File: src/rtl/video_scan_fetch.sv
// Framebuffer scan-out fetch: turns sync-generator timing into read requests with
// 1x/2x/4x pixel replication and returns a pixel-aligned index stream with delayed sync.
module video_scan_fetch #(
  parameter int HCW        = 12,
  parameter int VCW        = 12,
  parameter int AW         = 19,
  parameter int DW         = 8,
  parameter int RL         = 2,
  parameter int DEF_W      = 800,
  parameter int DEF_H      = 600,
  parameter int DEF_STRIDE = 800
) (
  input  logic           clk,
  input  logic           rst,
  input  logic           clk_en,
  input  logic           en,
  input  logic           cfg_upd,
  output logic           cfg_busy,
  input  logic [1:0]     cfg_scale_x,
  input  logic [1:0]     cfg_scale_y,
  input  logic [HCW-1:0] cfg_src_w,
  input  logic [VCW-1:0] cfg_src_h,
  input  logic [AW-1:0]  cfg_base,
  input  logic [AW-1:0]  cfg_stride,
  input  logic           s_active,
  input  logic           s_hsync,
  input  logic           s_vsync,
  input  logic           s_a_start,
  input  logic           s_a_end,
  output logic           mem_rd,
  output logic [AW-1:0]  mem_adr,
  input  logic [DW-1:0]  mem_dat,
  output logic           vid_active,
  output logic           vid_hsync,
  output logic           vid_vsync,
  output logic           vid_valid,
  output logic [DW-1:0]  vid_idx
);

  function automatic logic [1:0] scale_last(input logic [1:0] s);
    case (s)
      2'd0:    return 2'd0;
      2'd1:    return 2'd1;
      default: return 2'd3;
    endcase
  endfunction

  logic           pending;
  logic [1:0]     sh_sx, sh_sy;
  logic [HCW-1:0] sh_w;
  logic [VCW-1:0] sh_h;
  logic [AW-1:0]  sh_base, sh_stride;

  logic           en_frame, act_q;
  logic [AW-1:0]  line_base;
  logic [HCW-1:0] x_src;
  logic [VCW-1:0] y_src;
  logic [1:0]     x_sub, y_sub;

  logic [RL:0]      v_pipe;
  logic [RL:0][2:0] sync_d;

  logic           apply, en_eff, in_src, fetch;
  logic [AW-1:0]  lb_eff, lb_n;
  logic [HCW-1:0] xs_eff, xs_n;
  logic [VCW-1:0] ys_eff, ys_n;
  logic [1:0]     xsub_eff, xsub_n, ysub_eff, ysub_n;

  assign cfg_busy = pending;
  assign mem_rd   = v_pipe[0];

  // The s_a_start pixel is fetched from the cleared frame state, so the start
  // cycle substitutes reset values for the counters before they are registered.
  always_comb begin
    apply    = (pending && (s_a_end || !en_frame)) || (cfg_upd && s_a_end);
    en_eff   = s_a_start ? en      : en_frame;
    lb_eff   = s_a_start ? sh_base : line_base;
    xs_eff   = s_a_start ? '0      : x_src;
    xsub_eff = s_a_start ? '0      : x_sub;
    ys_eff   = s_a_start ? '0      : y_src;
    ysub_eff = s_a_start ? '0      : y_sub;
    in_src   = (xs_eff < sh_w) && (ys_eff < sh_h);
    fetch    = s_active && en_eff;

    xs_n   = xs_eff;
    xsub_n = xsub_eff;
    ys_n   = ys_eff;
    ysub_n = ysub_eff;
    lb_n   = lb_eff;
    if (s_active) begin
      if (xsub_eff == scale_last(sh_sx)) begin
        xsub_n = '0;
        if (xs_eff < sh_w) xs_n = xs_eff + HCW'(1);
      end else begin
        xsub_n = xsub_eff + 2'd1;
      end
    end else if (act_q) begin
      xs_n   = '0;
      xsub_n = '0;
      if (ysub_eff == scale_last(sh_sy)) begin
        ysub_n = '0;
        if (ys_eff < sh_h) ys_n = ys_eff + VCW'(1);
        lb_n = lb_eff + sh_stride;
      end else begin
        ysub_n = ysub_eff + 2'd1;
      end
    end
  end

  always_ff @(posedge clk) begin
    if (rst) begin
      pending    <= 1'b0;
      sh_sx      <= '0;
      sh_sy      <= '0;
      sh_w       <= HCW'(DEF_W);
      sh_h       <= VCW'(DEF_H);
      sh_base    <= '0;
      sh_stride  <= AW'(DEF_STRIDE);
      en_frame   <= 1'b0;
      act_q      <= 1'b0;
      line_base  <= '0;
      x_src      <= '0;
      x_sub      <= '0;
      y_src      <= '0;
      y_sub      <= '0;
      v_pipe     <= '0;
      mem_adr    <= '0;
      sync_d     <= '0;
      vid_active <= 1'b0;
      vid_hsync  <= 1'b0;
      vid_vsync  <= 1'b0;
      vid_valid  <= 1'b0;
      vid_idx    <= '0;
    end else if (clk_en) begin
      if (apply) begin
        pending   <= 1'b0;
        sh_sx     <= cfg_scale_x;
        sh_sy     <= cfg_scale_y;
        sh_w      <= cfg_src_w;
        sh_h      <= cfg_src_h;
        sh_base   <= cfg_base;
        sh_stride <= cfg_stride;
      end else if (cfg_upd) begin
        pending <= 1'b1;
      end
      if (s_a_start) en_frame <= en;
      act_q     <= s_active;
      line_base <= lb_n;
      x_src     <= xs_n;
      x_sub     <= xsub_n;
      y_src     <= ys_n;
      y_sub     <= ysub_n;
      v_pipe    <= {v_pipe[RL-1:0], fetch && in_src};
      if (fetch) mem_adr <= lb_eff + AW'(xs_eff);
      sync_d    <= {sync_d[RL-1:0], {s_active, s_hsync, s_vsync}};
      {vid_active, vid_hsync, vid_vsync} <= sync_d[RL];
      vid_valid <= v_pipe[RL];
      vid_idx   <= v_pipe[RL] ? mem_dat : '0;
    end
  end

endmodule

File: config.mk
export PLATFORM = sky130hd
export DESIGN_NAME = video_scan_fetch
export DESIGN_NICKNAME = d
export VERILOG_FILES = /design/src/rtl/video_scan_fetch.sv
export SDC_FILE = /design/constraint.sdc
export NUM_CORES = 1
export LEC_CHECK = 0
export ABC_AREA = 1
export BUFFER_PORTS_ARGS = -buffer_cell sky130_fd_sc_hd__clkbuf_2
export CAP_MARGIN = 30
export CORE_AREA = 4 4 156 158
export CTS_CLUSTER_DIAMETER = 120
export DETAILED_ROUTE_END_ITERATION = 12
export DIE_AREA = 0 0 160 162
export HOLD_SLACK_MARGIN = 0.06
export PLACE_DENSITY_LB_ADDON = 0.2
export SLEW_MARGIN = 20
export SYNTH_ARGS = -nofsm -noshare
export SYNTH_HDL_FRONTEND = slang
export SYNTH_SLANG_ARGS = --single-unit
export TNS_END_PERCENT = 20
File: constraint.sdc
create_clock -name clk -period 4.9 [get_ports clk]
set_input_delay 1.47 -clock clk [delete_from_list [all_inputs] [get_ports clk]]
set_output_delay 1.47 -clock clk [all_outputs]
set_load 0.03 [all_outputs]
### Word level (Yosys, flattened, before mapping)

Index checks and enable logic that the tools add are counted.

* bitwise gates (word level): 0
* reduce and logical (&&, ||, !) cells: 14
* $lt $le $gt $ge: 2
* $mul: 0
* add/sub/neg operators: 6
* multiplexer cells: 31
* div/mod/pow operators: 0
* equality and inequality tests: 4
* shifts and indexed selects: 0

Operators by type and width (count)
* 12-bit two-way mux: 10
* 19-bit two-way mux: 4
* 12-bit by 1-bit adder with 12-bit output, second input constant: 2
* 12-bit less-than comparator: 2
* 2-bit two-way mux: 11
* 19-bit by 12-bit adder with 19-bit output: 1
* 19-bit adder: 1
* 8-bit two-way mux: 1
* 2-bit case mux with 2 select lines: 2
* 2-bit AND reduction: 3
* 1-bit logical AND: 5
* 2-bit by 1-bit adder with 2-bit output, second input constant: 2
* 2-bit by 1-bit == test with 1-bit output, second input constant: 2
* 2-bit == test: 2
* 2-bit zero test: 2
* 1-bit two-way mux: 3
* 1-bit logical OR: 2
* 2-bit nonzero test: 1
* 1-bit zero test: 1

* bits in registers: 159
* memory bits (writable): 0
* memory bits (read-only): 0
* memories kept: 0
* bits in latches: 0
* bits of input ports: 84

### Depth between registers and ports, before layout

* depth after elaboration: 8
* depth in mapped cells: 20

### Worst setup path before layout

Ideal clock, no wire load.

* path kind: input-to-reg
* from: in s_a_start
* to: reg mem_adr[14]
* stages: 17
* path buffers: 2
* setup slack: 1.053 ns
* data required time: 4.786 ns
* arrival time: 3.733 ns
* cell sequence: inv_2 -> buf_6 -> buf_4 -> or2_2 -> o21ai_0 -> inv_1 -> fa_1 -> nand3_1 -> nand2_1 -> a21oi_1 -> o21ai_0 -> nand2_1 -> nand2_1 -> nand2_1 -> nor2_1 -> o21bai_1 -> inv_1

* word-level cells in the longest chain between the ends: 3
* elaborated cells between the ends (all ways): 6
* classes of those cells: add/sub (1); mux (3); reduce/logical (2)

RTL lines
* start, declared: RTL line 28 `input logic s_a_start,`
* branches (longest 3 deep; another with 19-bit by 12-bit adder with 19-bit output)
* end signal, assigned: RTL line 154 `if (fetch) mem_adr <= lb_eff + AW'(xs_eff);`
* end, declared: RTL line 31 `output logic [AW-1:0] mem_adr,`

Parallel ways; which one is timed is not known.
A chain may end at the register's enable or synchronous reset.

### Worst setup path in the final report

Same ends and word-level chain as after synthesis.

==> reports/metrics.cfg <==
[status]
outcome = completed

[die]
die_w_microns = 160
die_h_microns = 162
ios = 117
dieArea_sq_um = 25900
std_cell_rows = 56
coreArea_sq_um = 23100
start_util_pct = 39.2

[synthesis]
ys_ff_latch = 158
netlist_top_cells_count = 238 x nand2_1, 186 x nor2_1, 158 x dfxtp_1, 149 x inv_1
synth_nets = 1478
synthCells = 1338
yosysMostFrequentCell = nand2_1
synth_edf_count = 0
yosysTopAreaCell = dfxtp_1
synth-async-reset-ratio_pct = 0
syn-mean-instance-area_sq_um = 6.77
ys.flop_type = dfxtp_1
yosys_warnings = 0
yosysUniqueCellTypes = 49
seq_area_frac_synth_pct = 34.9
yosys.area.top_type_share_pct = 34.9
yosys-top-cells-area = dfxtp_1 35%, nand2_1 9.9%, nor2_1 7.7%
synth_area_sq_um = 9050

[power]
vdd_ir_drop_max_mv = 0.220
powerDensity_nw_per_um2 = 312
p_leak_nw = 4.83

[cts]
clk_latency_ns = 0.44
hold_buffers = 0
numCtsBuffers = 17
clkSinkCount = 158
post_cts_buffers = 0
cts_tree = done
cts_buffer_depth = 2
cts_resized = 0
clkTransAtPathRegs_ns = 0.07
h-tree-depth = 4
cts-root-buf = clkbuf_16

[timing]
setup_tns_ns = 0
max_freq_ghz = 0.265
clock_skew_ns = 0.0112
hold_viol = 0
rsz0062_at_grt = false
post-route-period-util_pct = 77.0
slew_headroom_pct = 58.8
min_period_ns = 3.77
worst_slew_pin_slew_ns = 0.612
finalSetupViolCount = 0
fin_ws_ns = 1.13
drv_slew = 0

[drt]
wl_per_cell_microns = 15.0
drt_iter0_drc = 752
avgViaCountPerCell = 5.07
drcViolationCount = 0
vias = 8765
drt_pass1_iterations = 5
totalWireLength_microns = 25900
antenna_left = 0

[place]
portBuffers = 116
gp_congestion = 0.875
pre_cts_ws_ns = 0.681
dp_hpwl_microns = 19200

[setup_path]
cp.arrival_ns = 4.11
worstPathRequired_ns = 5.24
cp-start-kind = primary input
max_stage_delay_ns = 0.45
endpoint_kind = flop
worstSetupPathType = in -> reg
ff2ff_setup_slack_ns = 2.18
critPathBufInv = 4
crit_chain = clkbuf_2, inv_2, or2_2, o21ai_0, inv_1, fa_1, nand3_1, nand2_1, a21oi_1, o21ai_0, nand2_1, nand2_1, nand2_1, nor2_1, o21bai_1, inv_1
worstPathMaxFanout = 19
crit_slowest_cell = fa_1
crit_family = simple AND/OR/NAND/NOR gates
cpMostUsedCell = nand2_1

[run]
max-cap-violations = 0

[cells_and_area]
synthToLayoutAreaGrowth_pct = 15.4
diodes = 0
fill_cells = 2450
nets = 1568
drive_gt1_share_pct = 13.9
final_util_pct = 45.2

[global_route]
grt_pass1_wl_microns = 42300
antenna_found_initial = 0
grt_use_total_pct = 20.1
grt_pass1_vias = 8398
grt_max_degree = 50
grt_overflow = 0

[worst_hold_path]
worstHoldPathType = reg -> reg

-- cell type report --
cell class                 count  area, sq um  share of cell area (%)
inverter                     155          582                    5.57
timing repair buffer         133          733                    7.02
clock inverter                 9          111                    1.07
multi-input combinational    963         5030                    48.2
sequential                   158         3160                    30.3
tap                          290          363                    3.47
clock buffer                  22          464                    4.44
-- metrics by stage --
step | cells | hold slack, ns | cell area, sq um | power [mW]
final | 1730 | 0.459 | 10500 | 3.26
after global placement | 1699 | 0.448 | 9870 | 1.95
after detailed placement | 1699 | 0.455 | 9870 | 1.95
after global routing | 1730 | 0.480 | 10500 | 3.41
after CTS | 1730 | 0.465 | 10500 | 3.28
after floorplan | 1338 | 0.435 | 9050 | 1.78
-- tightest hold or removal path: stages (launching register included) --
cell     delay, ns
dfxtp_1       0.30
inv_1         0.06
a21oi_1       0.05
-- path summary, 6_finish.rpt --
check        depth (start not counted)                       end                    start
max                                 16  mem_adr[14]$_SDFFE_PP0P_                s_a_start
min                                  2      sh_w[6]$_SDFFE_PP0P_     sh_w[6]$_SDFFE_PP0P_
max reg2reg                         14  mem_adr[14]$_SDFFE_PP0P_  sh_base[1]$_SDFFE_PP0P_
min reg2reg                          2      sh_w[6]$_SDFFE_PP0P_     sh_w[6]$_SDFFE_PP0P_
-- sequential cells by signal, indices dropped and copies added, names as in the netlist, 2 cells and up --
signal,flops
vid_idx,8
x_src,12
sh_sy,2
y_src,12
line_base,19
sh_w,12
sync_d,8
sh_h,12
sh_stride,19
sh_base,19
y_sub,2
v_pipe,3
x_sub,2
sh_sx,2
mem_adr,19
-- metal layers --
metal  up-vias  wire (microns)  share of wire (%)  track usage (%)
met5         -               0                  0                0
li1       4579               -                  -                -
met3        40            1250                4.8             3.60
met4         0             656                2.5             7.27
met2       221           11900                 46             33.8
met1      3925           12100                 47             25.9
-- cells in the final DEF, fill, tap and decap left out, drive strengths merged, types with 2 or more instances in the layout --
cell type	synthesis	routed
or2	16	16
nand3	101	101
nand4	12	12
o221ai	2	2
inv	155	156
o21bai	9	9
xor2	5	5
nand2	239	239
ha	54	54
bufinv	0	2
nor4	2	2
o21ai	139	139
o21a	5	5
clkinvlp	0	2
dfxtp	158	158
xnor2	10	10
o211ai	18	18
mux2i	3	3
clkinv	0	4
buf	27	17
fa	2	2
clkbuf	35	138
nor2	194	194
a21o	4	4
a21oi	124	124
nor3	13	13
a31oi	2	2
-- logic make-up (layout without fill, tap and decap cells) --
group,count (synthesis),count (layout),synth area share [%]
and+or+nand+nor,580,580,27.3
muxes,3,3,0.332
buffers and inverters,217,319,9.45
xor gates and xnor gates,15,15,1.53
adders and majority gates,56,56,7.91
AOI/OAI and AO/OA,309,309,18.5
DFF,158,158,34.9
-- where the power goes --
group	switching, mW	leakage, nW	internal, mW
Combinational	0.348	3.26	0.182
Clock	0.555	0.277	0.776
Sequential	0.0397	1.29	1.35
Total	0.943	4.83	2.31
No activity file was read; power rests on OpenSTA's default activity.
